==> config.mk <==
export PLATFORM = sky130hd
export DESIGN_NAME = io_bridge
export DESIGN_NICKNAME = d
export VERILOG_FILES = /design/src/rtl/io_map_pkg.sv /design/src/rtl/io_debounce.sv /design/src/rtl/io_bridge.sv
export SDC_FILE = /design/constraint.sdc
export NUM_CORES = 1
export LEC_CHECK = 0
export BUFFER_PORTS_ARGS = -buffer_cell sky130_fd_sc_hd__clkbuf_2
export CAP_MARGIN = 10
export CELL_PAD_IN_SITES_DETAIL_PLACEMENT = 1
export CELL_PAD_IN_SITES_GLOBAL_PLACEMENT = 2
export CORE_ASPECT_RATIO = 0.5
export CORE_MARGIN = 2
export CORE_UTILIZATION = 39
export CTS_CLUSTER_DIAMETER = 100
export DETAILED_ROUTE_END_ITERATION = 6
export HOLD_SLACK_MARGIN = 0.15
export PLACE_DENSITY_LB_ADDON = 0.15
export RECOVER_POWER = 100
export SLEW_MARGIN = 15
export SYNTH_ARGS = -nofsm -noshare
export SYNTH_HDL_FRONTEND = slang
export SYNTH_HIERARCHICAL = 1
export SYNTH_SLANG_ARGS = --single-unit
==> constraint.sdc <==
create_clock -name clk -period 2.8 [get_ports clk]
set_input_delay 0.56 -clock clk [delete_from_list [all_inputs] [get_ports clk]]
set_output_delay 0.56 -clock clk [all_outputs]
set_load 0.1 [all_outputs]
==> src/rtl/io_map_pkg.sv <==
// Shared IO memory map for the CPU-side bridge: page base, register offsets,
// field widths and the address decoder used by io_bridge.
package io_map_pkg;

    localparam logic [19:0] IO_PAGE = 20'hFFFFF;

    localparam logic [11:0] OFS_DIG = 12'h000;
    localparam logic [11:0] OFS_LED = 12'h060;
    localparam logic [11:0] OFS_SW  = 12'h070;
    localparam logic [11:0] OFS_BTN = 12'h078;

    localparam int LED_W = 24;
    localparam int SW_W  = 24;
    localparam int BTN_W = 5;
    localparam int IN_W  = SW_W + BTN_W;

    typedef enum logic [2:0] {
        SEL_DRAM,
        SEL_DIG,
        SEL_LED,
        SEL_SW,
        SEL_BTN,
        SEL_NONE
    } io_sel_e;

    // Anything outside the IO page belongs to data RAM; unknown IO offsets map to SEL_NONE.
    function automatic io_sel_e io_decode(input logic [31:0] addr);
        io_sel_e sel;
        if (addr[31:12] != IO_PAGE) begin
            sel = SEL_DRAM;
        end else begin
            case (addr[11:0])
                OFS_DIG: sel = SEL_DIG;
                OFS_LED: sel = SEL_LED;
                OFS_SW:  sel = SEL_SW;
                OFS_BTN: sel = SEL_BTN;
                default: sel = SEL_NONE;
            endcase
        end
        return sel;
    endfunction

endpackage

==> src/rtl/io_debounce.sv <==
// One-bit input conditioner: SYNC_STAGES-deep synchronizer followed by a
// saturating-count debouncer that only accepts a level held DEBOUNCE_CYCLES+1 cycles.
module io_debounce #(
    parameter int DEBOUNCE_CYCLES = 99999,
    parameter int SYNC_STAGES     = 2
) (
    input  logic clk,
    input  logic rst,
    input  logic din,
    output logic stable
);

    localparam int CNT_W = $clog2(DEBOUNCE_CYCLES + 1);
    localparam logic [CNT_W-1:0] CNT_MAX = CNT_W'(DEBOUNCE_CYCLES);

    logic [SYNC_STAGES-1:0] sync_reg;
    logic [CNT_W-1:0]       cnt_reg;
    logic [CNT_W-1:0]       cnt_next;
    logic                   stable_reg;
    logic                   stable_next;
    logic                   sync_out;

    assign sync_out = sync_reg[SYNC_STAGES-1];
    assign stable   = stable_reg;

    always_ff @(posedge clk or posedge rst) begin
        if (rst) begin
            sync_reg <= '0;
        end else begin
            sync_reg[0] <= din;
            for (int i = 1; i < SYNC_STAGES; i++) begin
                sync_reg[i] <= sync_reg[i-1];
            end
        end
    end

    // Any return to the accepted level restarts the count, so short glitches are dropped.
    always_comb begin
        cnt_next    = cnt_reg;
        stable_next = stable_reg;
        if (sync_out == stable_reg) begin
            cnt_next = '0;
        end else if (cnt_reg == CNT_MAX) begin
            stable_next = sync_out;
            cnt_next    = '0;
        end else begin
            cnt_next = cnt_reg + CNT_W'(1);
        end
    end

    always_ff @(posedge clk or posedge rst) begin
        if (rst) begin
            cnt_reg    <= '0;
            stable_reg <= 1'b0;
        end else begin
            cnt_reg    <= cnt_next;
            stable_reg <= stable_next;
        end
    end

endmodule

==> src/rtl/io_bridge.sv <==
// CPU data-port bridge: routes loads/stores either to data RAM or to the IO page
// (digit display, LED register, debounced switches and buttons).
module io_bridge
    import io_map_pkg::*;
#(
    parameter int DEBOUNCE_CYCLES = 99999,
    parameter int SYNC_STAGES     = 2
) (
    input  logic              clk,
    input  logic              rst,
    input  logic [31:0]       cpu_addr,
    input  logic              cpu_wen,
    input  logic [31:0]       cpu_wdata,
    output logic [31:0]       cpu_rdata,
    output logic [31:0]       dram_addr,
    output logic              dram_wen,
    output logic [31:0]       dram_wdata,
    input  logic [31:0]       dram_rdata,
    output logic [11:0]       dig_addr,
    output logic              dig_wen,
    output logic [31:0]       dig_wdata,
    output logic [LED_W-1:0]  led,
    input  logic [SW_W-1:0]   sw,
    input  logic [BTN_W-1:0]  btn
);

    io_sel_e          sel;
    logic [LED_W-1:0] led_reg;
    logic [IN_W-1:0]  raw_in;
    logic [IN_W-1:0]  stable_vec;
    logic [SW_W-1:0]  sw_stable;
    logic [BTN_W-1:0] btn_stable;

    assign sel = io_decode(cpu_addr);

    assign dram_addr  = cpu_addr;
    assign dram_wdata = cpu_wdata;
    assign dram_wen   = (sel == SEL_DRAM) ? cpu_wen : 1'b0;

    assign dig_addr  = cpu_addr[11:0];
    assign dig_wdata = cpu_wdata;
    assign dig_wen   = (sel == SEL_DIG) ? cpu_wen : 1'b0;

    assign led = led_reg;

    always_ff @(posedge clk or posedge rst) begin
        if (rst) begin
            led_reg <= '0;
        end else if (sel == SEL_LED && cpu_wen) begin
            led_reg <= cpu_wdata[LED_W-1:0];
        end
    end

    // Switches occupy the low bits of the conditioner bank, buttons the top bits.
    assign raw_in     = {btn, sw};
    assign sw_stable  = stable_vec[SW_W-1:0];
    assign btn_stable = stable_vec[IN_W-1:SW_W];

    generate
        for (genvar gi = 0; gi < IN_W; gi++) begin : g_in
            io_debounce #(
                .DEBOUNCE_CYCLES(DEBOUNCE_CYCLES),
                .SYNC_STAGES    (SYNC_STAGES)
            ) u_deb (
                .clk   (clk),
                .rst   (rst),
                .din   (raw_in[gi]),
                .stable(stable_vec[gi])
            );
        end
    endgenerate

    always_comb begin
        cpu_rdata = 32'h0;
        case (sel)
            SEL_DRAM: cpu_rdata = dram_rdata;
            SEL_LED:  cpu_rdata = {{(32-LED_W){1'b0}}, led_reg};
            SEL_SW:   cpu_rdata = {{(32-SW_W){1'b0}}, sw_stable};
            SEL_BTN:  cpu_rdata = {{(32-BTN_W){1'b0}}, btn_stable};
            default:  cpu_rdata = 32'h0;
        endcase
    end

endmodule

Yosys cells after proc, flatten, opt, wreduce, memory -nomap -nowiden:

Cells that the tools add are included.

* equality and inequality tests: 66
* reduce and logical (&&, ||, !) cells: 32
* bitwise operators: 29
* muxes and demuxes: 63
* $add $sub $neg: 29

Operator list (count)
* 2-to-1 mux 17 bit: 58
* adder 17 x 1 -> 17 bit (second input constant): 29
* == test 17 bit (second input constant): 29
* one-hot mux 32 bit (4 select lines): 1
* AND reduction 2 bit: 29
* == test 12 x 7 -> 1 bit (second input constant): 3
* == test 1 bit: 29
* NOT 1 bit: 29
* != test 20 bit (second input constant): 1
* zero test 12 bit: 1
* one-hot mux 3 bit (4 select lines): 1
* == test 3 x 2 -> 1 bit (second input constant): 2
* == test 3 x 1 -> 1 bit (second input constant): 1
* == test 3 bit (second input constant): 1
* zero test 3 bit: 1
* 2-to-1 mux 3 bit: 1
* 2-to-1 mux 1 bit: 2
* logical AND 1 bit: 1

* register bits after elaboration: 604
* bits of input ports: 128
* output and inout bits: 166
* logic and storage cells: 307

Logic depth before layout (Yosys ltp):

Gate-level depths: netlist (run 1).

* depth after elaboration: 5
* depth in mapped cells: 6

Cells and area by module:

The synthesis (run 1) kept the hierarchy.

By module, submodules not included
* io_debounce: area each 938.4 sq um, cells each 89, seq. area each 500.5 sq um, instances 29
* io_bridge: area each 2608.8 sq um, cells each 269, seq. area each 600.6 sq um, instances 1

Least setup slack after synthesis (run 1):

OpenSTA, ideal clock, no wires.

* path kind: input port to output port
* start: in cpu_addr[30]
* end: out dig_wen
* path slack: -2.084 ns
* path buffers: 0
* arrival: 4.324 ns
* cell stages on the path: 4
* data required time: 2.240 ns
* cell sequence: nand4_1 > nor3_2 > nand2_1 > nor4_1

* longest elaborated chain between the ends: 4

Ends and longest elaborated chain
* start: declaration: line io_bridge.sv:11 `input logic [31:0] cpu_addr,`
* != test 20 bit: line io_map_pkg.sv:29 `if (addr[31:12] != IO_PAGE) begin`
* 2-to-1 mux 3 bit: line io_map_pkg.sv:29
* == test 3 x 1 -> 1 bit: line io_bridge.sv:42 `assign dig_wen = (sel == SEL_DIG) ? cpu_wen : 1'b0;`
* 2-to-1 mux 1 bit: line io_bridge.sv:42
* end: declaration: line io_bridge.sv:20 `output logic dig_wen,`

No other way between the ends.

Worst setup path in the final report (run 1):

* start: in cpu_addr[5]
* end: out cpu_rdata[11]

* longest elaborated chain between the ends: 5

Ends and longest elaborated chain
* == test 12 x 7 -> 1 bit or zero test 12 bit (tied branches): line io_map_pkg.sv:32 `case (addr[11:0])`
* one-hot mux 3 bit (4 select lines) (*): line io_map_pkg.sv:32
* 2-to-1 mux 3 bit (*): line io_map_pkg.sv:29
* == test 3 bit (tied with other cells): line io_bridge.sv:75 `case (sel)`
* one-hot mux 32 bit (4 select lines) (*): line io_bridge.sv:75
* end: declaration: line io_bridge.sv:14 `output logic [31:0] cpu_rdata,`

Every way passes the cells marked *; elsewhere a longest branch is shown, timed or not.

==> results of run 1 <==
[worst register-to-register path, cell delays in order (launching register included)]
cell     delay [ps]
dfrtp_1         440
or4b_1          530
nor4_1          440
a41o_2          490
nor2_1          100
[synth_stat cells, types with 2 or more instances]
cell type	number
dfrtp_1	604
nor2_1	524
xnor2_1	319
nand4_1	179
nand2_1	152
nor4_1	147
xor2_1	145
nand3_1	116
buf_4	109
inv_1	89
nor3_1	87
mux2_2	33
a41o_2	29
and3_2	29
and4_1	29
buf_8	29
ha_1	29
nor3b_1	29
nor4_2	29
or4b_1	29
mux2_4	20
mux2i_1	19
o2bb2ai_1	19
and2_1	8
clkbuf_1	6
a21boi_0	5
a21oi_1	5
a31oi_1	5
and3_1	5
o21ai_0	5
buf_6	3
nor3_2	2
or4_4	2
[power breakdown]
part | switching (mW) | internal (mW)
logic | 1.27 | 0.416
registers | 0.113 | 8.87
clock network | 3.40 | 4.41
[layer usage]
metal,part of all wire,vias up,GRT usage
li1,-,10400,-
met1,0.48,10900,0.249
met2,0.47,143,0.304
met3,0.029,82,0.0317
met4,0.022,0,0.0475
met5,0,-,0
[per-stage QoR]
step	utilization	setup WS, ps	hold slack [ps]
4_1_cts	0.464	-131	159
5_1_grt	0.461	-142	180
3_5_place_dp	0.434	-220	336
2_1_floorplan	-	-286	331
6_report	0.461	-104	203
3_3_place_gp	0.434	-164	332
[area by class of cell]
| type | instances | area (um^2) |
|---|---|---|
| sequential | 604 | 15100 |
| clock inverter | 12 | 121 |
| timing repair buffer | 363 | 2590 |
| multi-input combinational | 2010 | 13600 |
| clock buffer | 90 | 1730 |
| fill | 8360 | 40700 |
| inverter | 89 | 334 |
| tap | 1022 | 1280 |
[placed cells by master, fill, tap and decap left out, drive strengths merged, types with 33 or more instances in the layout]
cell         count
nand2          152
dlygate4sd3     33
nand3          117
inv             90
nor4           177
buf             69
clkbuf         350
and3            34
xor2           145
mux2            53
nor3            89
nand4          180
nor2           524
xnor2          319
dfrtp          604
[cells by family (layout without fill, tap and decap cells)]
family / count (synthesis) / count (layout)
AOI/OAI and AO/OA: 69 / 69
xor gates and xnor gates: 464 / 464
adders and majority gates: 29 / 29
buffers and inverters: 236 / 554
DFF: 604 / 604
muxes: 72 / 72
and+or+nand+nor: 1376 / 1376
[path summary, 6_finish.rpt]
check	depth (start not counted)	end	slack, ps	start
min	2	led[20]	200	cpu_wdata[20]
min in group asynchronous	2	g_in[14].u_deb/cnt_reg[1]	540	rst
max	7	cpu_rdata[11]	-100	cpu_addr[5]
min reg2reg	0	g_in[13].u_deb/sync_reg[1]	350	g_in[13].u_deb/sync_reg[0]
max reg2reg	4	g_in[3].u_deb/cnt_reg[16]	670	g_in[3].u_deb/cnt_reg[6]
max in group asynchronous	4	led[19]	360	rst
[repair_timing]
item                                   in CTS  in global routing
gates cloned                                0                  1
setup endpoints to repair                  24                 25
buffers inserted                            1                  1
pin swaps                                  12                  4
endpoints found under the hold margin      33                  0
resized for setup                          24                 14
hold buffers                               33                  0
==> metrics.md, run 1 <==
| Metric | Value |
|---|---|
| Vias | 21.5k |
| Die ar. | 78800 um^2 |
| First-pass GRT wire length | 120 mm |
| Count of cell types in the netlist | 43 |
| Final worst slack | -104 ps |
| Period Utilization, post-route | 1.04 |
| Share of cells above drive strength 1 | 0.152 |
| Ys Warns | 6 |
| CTS Sinks | 604 |
| Max-slew violations | 0 |
| Io pins | 294 |
| Dpl cell area | 32700 um^2 |
| Most used cell, CP | buf_12 |
| Iteration-0 DRC Markers | 994 |
| Total chip power | 18.5 mW |
| EDFF count, synth | 0 |
| Synth Area in Simple Gates | 0.240 |
| Post-synth top area cell | dfrtp_1 |
| # DRC | 0 |
| Max Cap Viol | 0 |
| Final hold violation count | 0 |
| Final design area excluding fillers | 34700 um^2 |
| CP max FO | 5 |
| Final Critical Period | 2900 ps |
| Largest stage delay, worst path | 540 ps |
| Post-Synth XOR/XNOR Area | 0.136 |
| Root buf cell | clkbuf_16 |
| Worst EP arrival | 2340 ps |
| Maximum VDD drop | 0.000421 V |
| FF+latch count, synth | 604 |
| Number of global-route vias before repair | 22.9k |
| Number of flip-flops in the largest register | 493 |
| Cells taking the most area after synthesis | dfrtp_1 (51%), xnor2_1 (9.4%), nor2_1 (6.6%) |
| Seq/Total Area, Yosys | 0.507 |
| Clock Latency Late Sink | 630 ps |
| Top_reg_cell synth | dfrtp_1 |
| Syn Inst Count | 2850 |
| Fin cells | 4190 |
| Cell Pwr Density | 532 nW/um^2 |
| Post-Synth Adder-Cell Area | 0.0122 |
| Wire per inst | 17.1 um |
| Syn Std Cell Area | 29800 um^2 |
| Placed Cells incl. Taps | 4052 |
| Main combinational cell family by area after synthesis | simple AND/OR/NAND/NOR gates |
| Syn nets | 3007 |
| Grt ovf | 0 |
| Critical-path cell list | buf_8, or4_4, a211o_4, buf_12, mux2i_4, o2bb2ai_4, buf_12 |
| Min-delay worst type | in -> reg |
| Relative slew slack | 0.105 |
| Violated checks | setup timing |
| Buffers on Ports | 269 |
| Drt pass-1 iters | 4 |
| Placer Congestion | 0.850 |
| Leak | 14.2 nW |
| Post-DRT Antenna Nets | 0 |
| Worst Max-Slew Pin Slew | 1350 ps |
| Layout overhead on the synthesized area | 16.5% |
| Initial antenna violation count | 1 |
| Synth top area share | 0.507 |
| H-tree depth | 2 |
| Run status | finished with violations |
| Achievable Freq | 344 MHz |
| Nets | 3284 |
| Final HPWL DP | 50.9 mm |
| Crit Path Class | in -> out |
| Core Rows | 71 |
| Worst Skew | 25.8 ps |
| Die Wd | 395 um |
| CTS tree | done |
| Die height | 200 um |
| Critical Path RT | 2240 ps |
| Async SR Flop Fraction | 1.00 |
| Post-route setup TNS | -1470 ps |
| Initial Util | 0.395 |
| Startpoint Class | input port |
| Slowest stage cell, crit path | or4_4 |
| CP delay by family, top | compound AO/OA/AOI/OAI gates |
| Syn avg cell area | 10.5 um^2 |
| Num CTS Buffers | 59 |
| Buf+Inv Stages, Crit Path | 3 |
| DR vias/cell | 5.13 |
| Crit end category | primary output |
| Final wirelength | 71.5 mm |
| Synth Area in Compound Gates | 0.0208 |
| GRT Util Overall | 0.183 |
| ANT cells | 0 |
| Clk buf depth | 3 |
| Pin count of the biggest net entering global routing | 21 |
| Core Region | 75400 um^2 |
| Post-synthesis mux area share | 0.0289 |
| RSZ-0062 raised after global routing | yes |
| Final setup viols | 19 |
| Clk pin slew, worst setup/hold paths | 60 ps |
Power figures use the tool's default switching activity.
==> inputs of run 2 (changes only) <==
--- a/config.mk
+++ b/config.mk
@@ -6,12 +6,11 @@
 export NUM_CORES = 1
 export LEC_CHECK = 0
 export BUFFER_PORTS_ARGS = -buffer_cell sky130_fd_sc_hd__clkbuf_2
-export CAP_MARGIN = 10
 export CELL_PAD_IN_SITES_DETAIL_PLACEMENT = 1
 export CELL_PAD_IN_SITES_GLOBAL_PLACEMENT = 2
 export CORE_ASPECT_RATIO = 0.5
 export CORE_MARGIN = 2
-export CORE_UTILIZATION = 39
+export CORE_UTILIZATION = 38
 export CTS_CLUSTER_DIAMETER = 100
 export DETAILED_ROUTE_END_ITERATION = 6
 export HOLD_SLACK_MARGIN = 0.15
@@ -20,5 +19,4 @@
 export SLEW_MARGIN = 15
 export SYNTH_ARGS = -nofsm -noshare
 export SYNTH_HDL_FRONTEND = slang
-export SYNTH_HIERARCHICAL = 1
 export SYNTH_SLANG_ARGS = --single-unit
==> metrics.md, run 2 <==
| Metric | Value |
|---|---|
| Syn avg cell area | 10.1 um^2 (-3.3%) |
| CTS Sinks | 604 (unchanged) |
| First-pass GRT wire length | 120 mm (+0.49%) |
| Root buf cell | clkbuf_16 |
| Number of flip-flops in the largest register | 493 (unchanged) |
| Top_reg_cell synth | dfrtp_1 |
| Final HPWL DP | 49.6 mm (-2.7%) |
| Initial Util | 0.383 (-0.0128) |
| Seq/Total Area, Yosys | 0.514 (+0.00670) |
| Clk buf depth | 3 (unchanged) |
| Critical Path RT | 2240 ps (about the same) |
| Ys Warns | 0 (-6) |
| Drt pass-1 iters | 6 (+2) |
| Placer Congestion | 0.796 (-6.3%) |
| Io pins | 294 (unchanged) |
| Initial antenna violation count | 4 (+3) |
| Max Cap Viol | 2 (+2) |
| Buffers on Ports | 269 (unchanged) |
| Die Wd | 398 um (+0.64%) |
| Die ar. | 79800 um^2 (+1.3%) |
| Post-DRT Antenna Nets | 0 (unchanged) |
| Pin count of the biggest net entering global routing | 81 (+290%) |
| Grt ovf | 0 (unchanged) |
| CP delay by family, top | simple AND/OR/NAND/NOR gates |
| Worst EP arrival | 2350 ps (about the same) |
| Period Utilization, post-route | 1.04 (+0.00207) |
| Worst hold margin | 199 ps (-4.17 ps) |
| Count leader, synth | dfrtp_1 |
| Pre-CTS WS | -161 ps (+59.6 ps) |
| Reg2reg setup slack | 430 ps (-240 ps) |
| EDFF count, synth | 0 (unchanged) |
| Min-delay worst type | in -> reg |
| Die height | 201 um (+0.63%) |
| Async SR Flop Fraction | 1.00 (unchanged) |
| Cell Pwr Density | 534 nW/um^2 (+0.50%) |
| CTS tree | done |
| Startpoint Class | input port |
| Fin cells | 4259 (+1.6%) |
| Final Core Density | 0.452 (-0.00855) |
| Cells taking the most area after synthesis | dfrtp_1 (51%), xor2_1 (7.4%), nor2_1 (6.3%) |
| Synth top area share | 0.514 (+0.00670) |
| Layout overhead on the synthesized area | 18.2% |
| Worst Skew | 17.6 ps (-8.28 ps) |
| Number of global-route vias before repair | 23.2k (+1.4%) |
| Final setup viols | 23 (+4) |
| Final design area excluding fillers | 34800 um^2 (+0.11%) |
| Max-slew violations | 2 (+2) |
| RSZ-0062 raised after global routing | yes |
| GRT Util Overall | 0.181 (-0.00282) |
| Maximum VDD drop | 0.000444 V (+5.4%) |
| Achievable Freq | 344 MHz (-0.20%) |
| Placed Cells incl. Taps | 4112 (+1.5%) |
| Syn Inst Count | 2908 (+2.0%) |
| Iteration-0 DRC Markers | 795 (-20%) |
| Post-route setup TNS | -1860 ps (-389 ps) |
| Most used cell, CP | buf_12 |
| Syn Std Cell Area | 29400 um^2 (-1.3%) |
| CP max FO | 9 (+4) |
| Core Rows | 72 (+1.4%) |
| Commonest cells in the netlist | dfrtp_1 (604), nor2_1 (491), xor2_1 (248) |
| Nets | 3336 (+1.6%) |
| Wire per inst | 16.5 um (-3.3%) |
| DR vias/cell | 5.10 (-0.66%) |
| Core Region | 76900 um^2 (+2.0%) |
| Count of cell types in the netlist | 42 (-2.3%) |
| Post-synth top area cell | dfrtp_1 |
| Final hold violation count | 0 (unchanged) |
| Total chip power | 18.6 mW (+0.61%) |
| Final wirelength | 70.3 mm (-1.7%) |
| Final worst slack | -110 ps (-5.79 ps) |
| # DRC | 0 (unchanged) |
| Critical-path cell list | buf_6, or4_4, nor3_4, nand3_4, buf_12, o2bb2ai_4, buf_12 |
| Final Critical Period | 2910 ps (+5.79 ps) |
| Largest stage delay, worst path | 610 ps (+70 ps) |
| Buf+Inv Stages, Crit Path | 3 (unchanged) |
| Slowest stage cell, crit path | or4_4 |
| Crit Path Class | in -> out |
| Clock Latency Late Sink | 630 ps (about the same) |
| Run status | finished with violations |
| Leak | 14.7 nW (+2.9%) |
| Share of cells above drive strength 1 | 0.135 (-0.0168) |
| Most common cell after layout, fill and taps aside | dfrtp_1 |
| Most frequent cells in the layout | dfrtp_1 (604), nor2_1 (489), xor2_1 (248), nand2_1 (194), nand4_1 (176) |
| Dpl cell area | 32800 um^2 (+0.24%) |
| Syn nets | 3065 (+1.9%) |
| H-tree depth | 2 (unchanged) |
| Crit end category | primary output |
| Vias | 21.7k (+0.98%) |
| Relative slew slack | -0.00654 (-0.111) |
| FF+latch count, synth | 604 (unchanged) |
| Violated checks | capacitance limit, slew limit, setup timing |
| Clk pin slew, worst setup/hold paths | 60 ps (about the same) |
| Num CTS Buffers | 58 (-1.7%) |
| Worst Max-Slew Pin Slew | 1520 ps (+168 ps) |
run 2: cell type report:
class	instances	area (um^2)
fillers	8652	42100
flip-flops and latches	604	15100
multi-input cells	2092	13600
repair buffers	392	2730
clock buffers	85	1750
well taps	1036	1300
clock inverters	18	136
inverters	31	118
diodes	1	2.50
run 2: metal layers:
metal	up-vias	GRT usage	wire length (um)
met5	-	0	0
met2	147	0.299	33500
met4	0	0.0547	1950
met1	10900	0.245	33000
li1	10600	-	-
met3	97	0.0277	1810
run 2: cells by family (layout without fill, tap and decap cells):
kind of cell	Yosys count	after routing	synth area share
AO/OA/AOI/OAI	185	185	0.0356
other	0	1	0
XOR/XNOR	406	406	0.121
buffers and inverters	212	526	0.0417
flip-flops	604	604	0.514
AND/OR/NAND/NOR	1400	1400	0.247
multiplexers	72	72	0.0293
adder cells (fa/ha/maj)	29	29	0.0123
run 2: what timing repair did:
item / CTS / global route
hold buffers: 37 / 0
setup endpoints to repair: 32 / 33
hold endpoints to repair: 39 / 0
gates resized for setup: 9 / 4
pin swaps: 6 / 8
setup buffers: 2 / 4
run 2: worst paths after layout:
kind | from | to | depth (start not counted)
max | cpu_addr[10] | cpu_rdata[8] | 7
min | cpu_wdata[23] | led[23] | 2
max reg2reg | g_in[2].u_deb.cnt_reg[0] | g_in[2].u_deb.cnt_reg[3] | 7
min reg2reg | g_in[15].u_deb.sync_reg[0] | g_in[15].u_deb.sync_reg[1] | 0
max in group asynchronous | rst | g_in[8].u_deb.cnt_reg[6] | 5
min in group asynchronous | rst | g_in[21].u_deb.cnt_reg[3] | 3
run 2: power breakdown:
part           internal, mW  switching (mW)  leakage [nW]  total, mW
sequential             8.87           0.126          8.23       9.00
clock                  4.42            3.49         0.949       7.91
combinational         0.413            1.27          5.47       1.68
total                  13.7            4.89          14.7       18.6
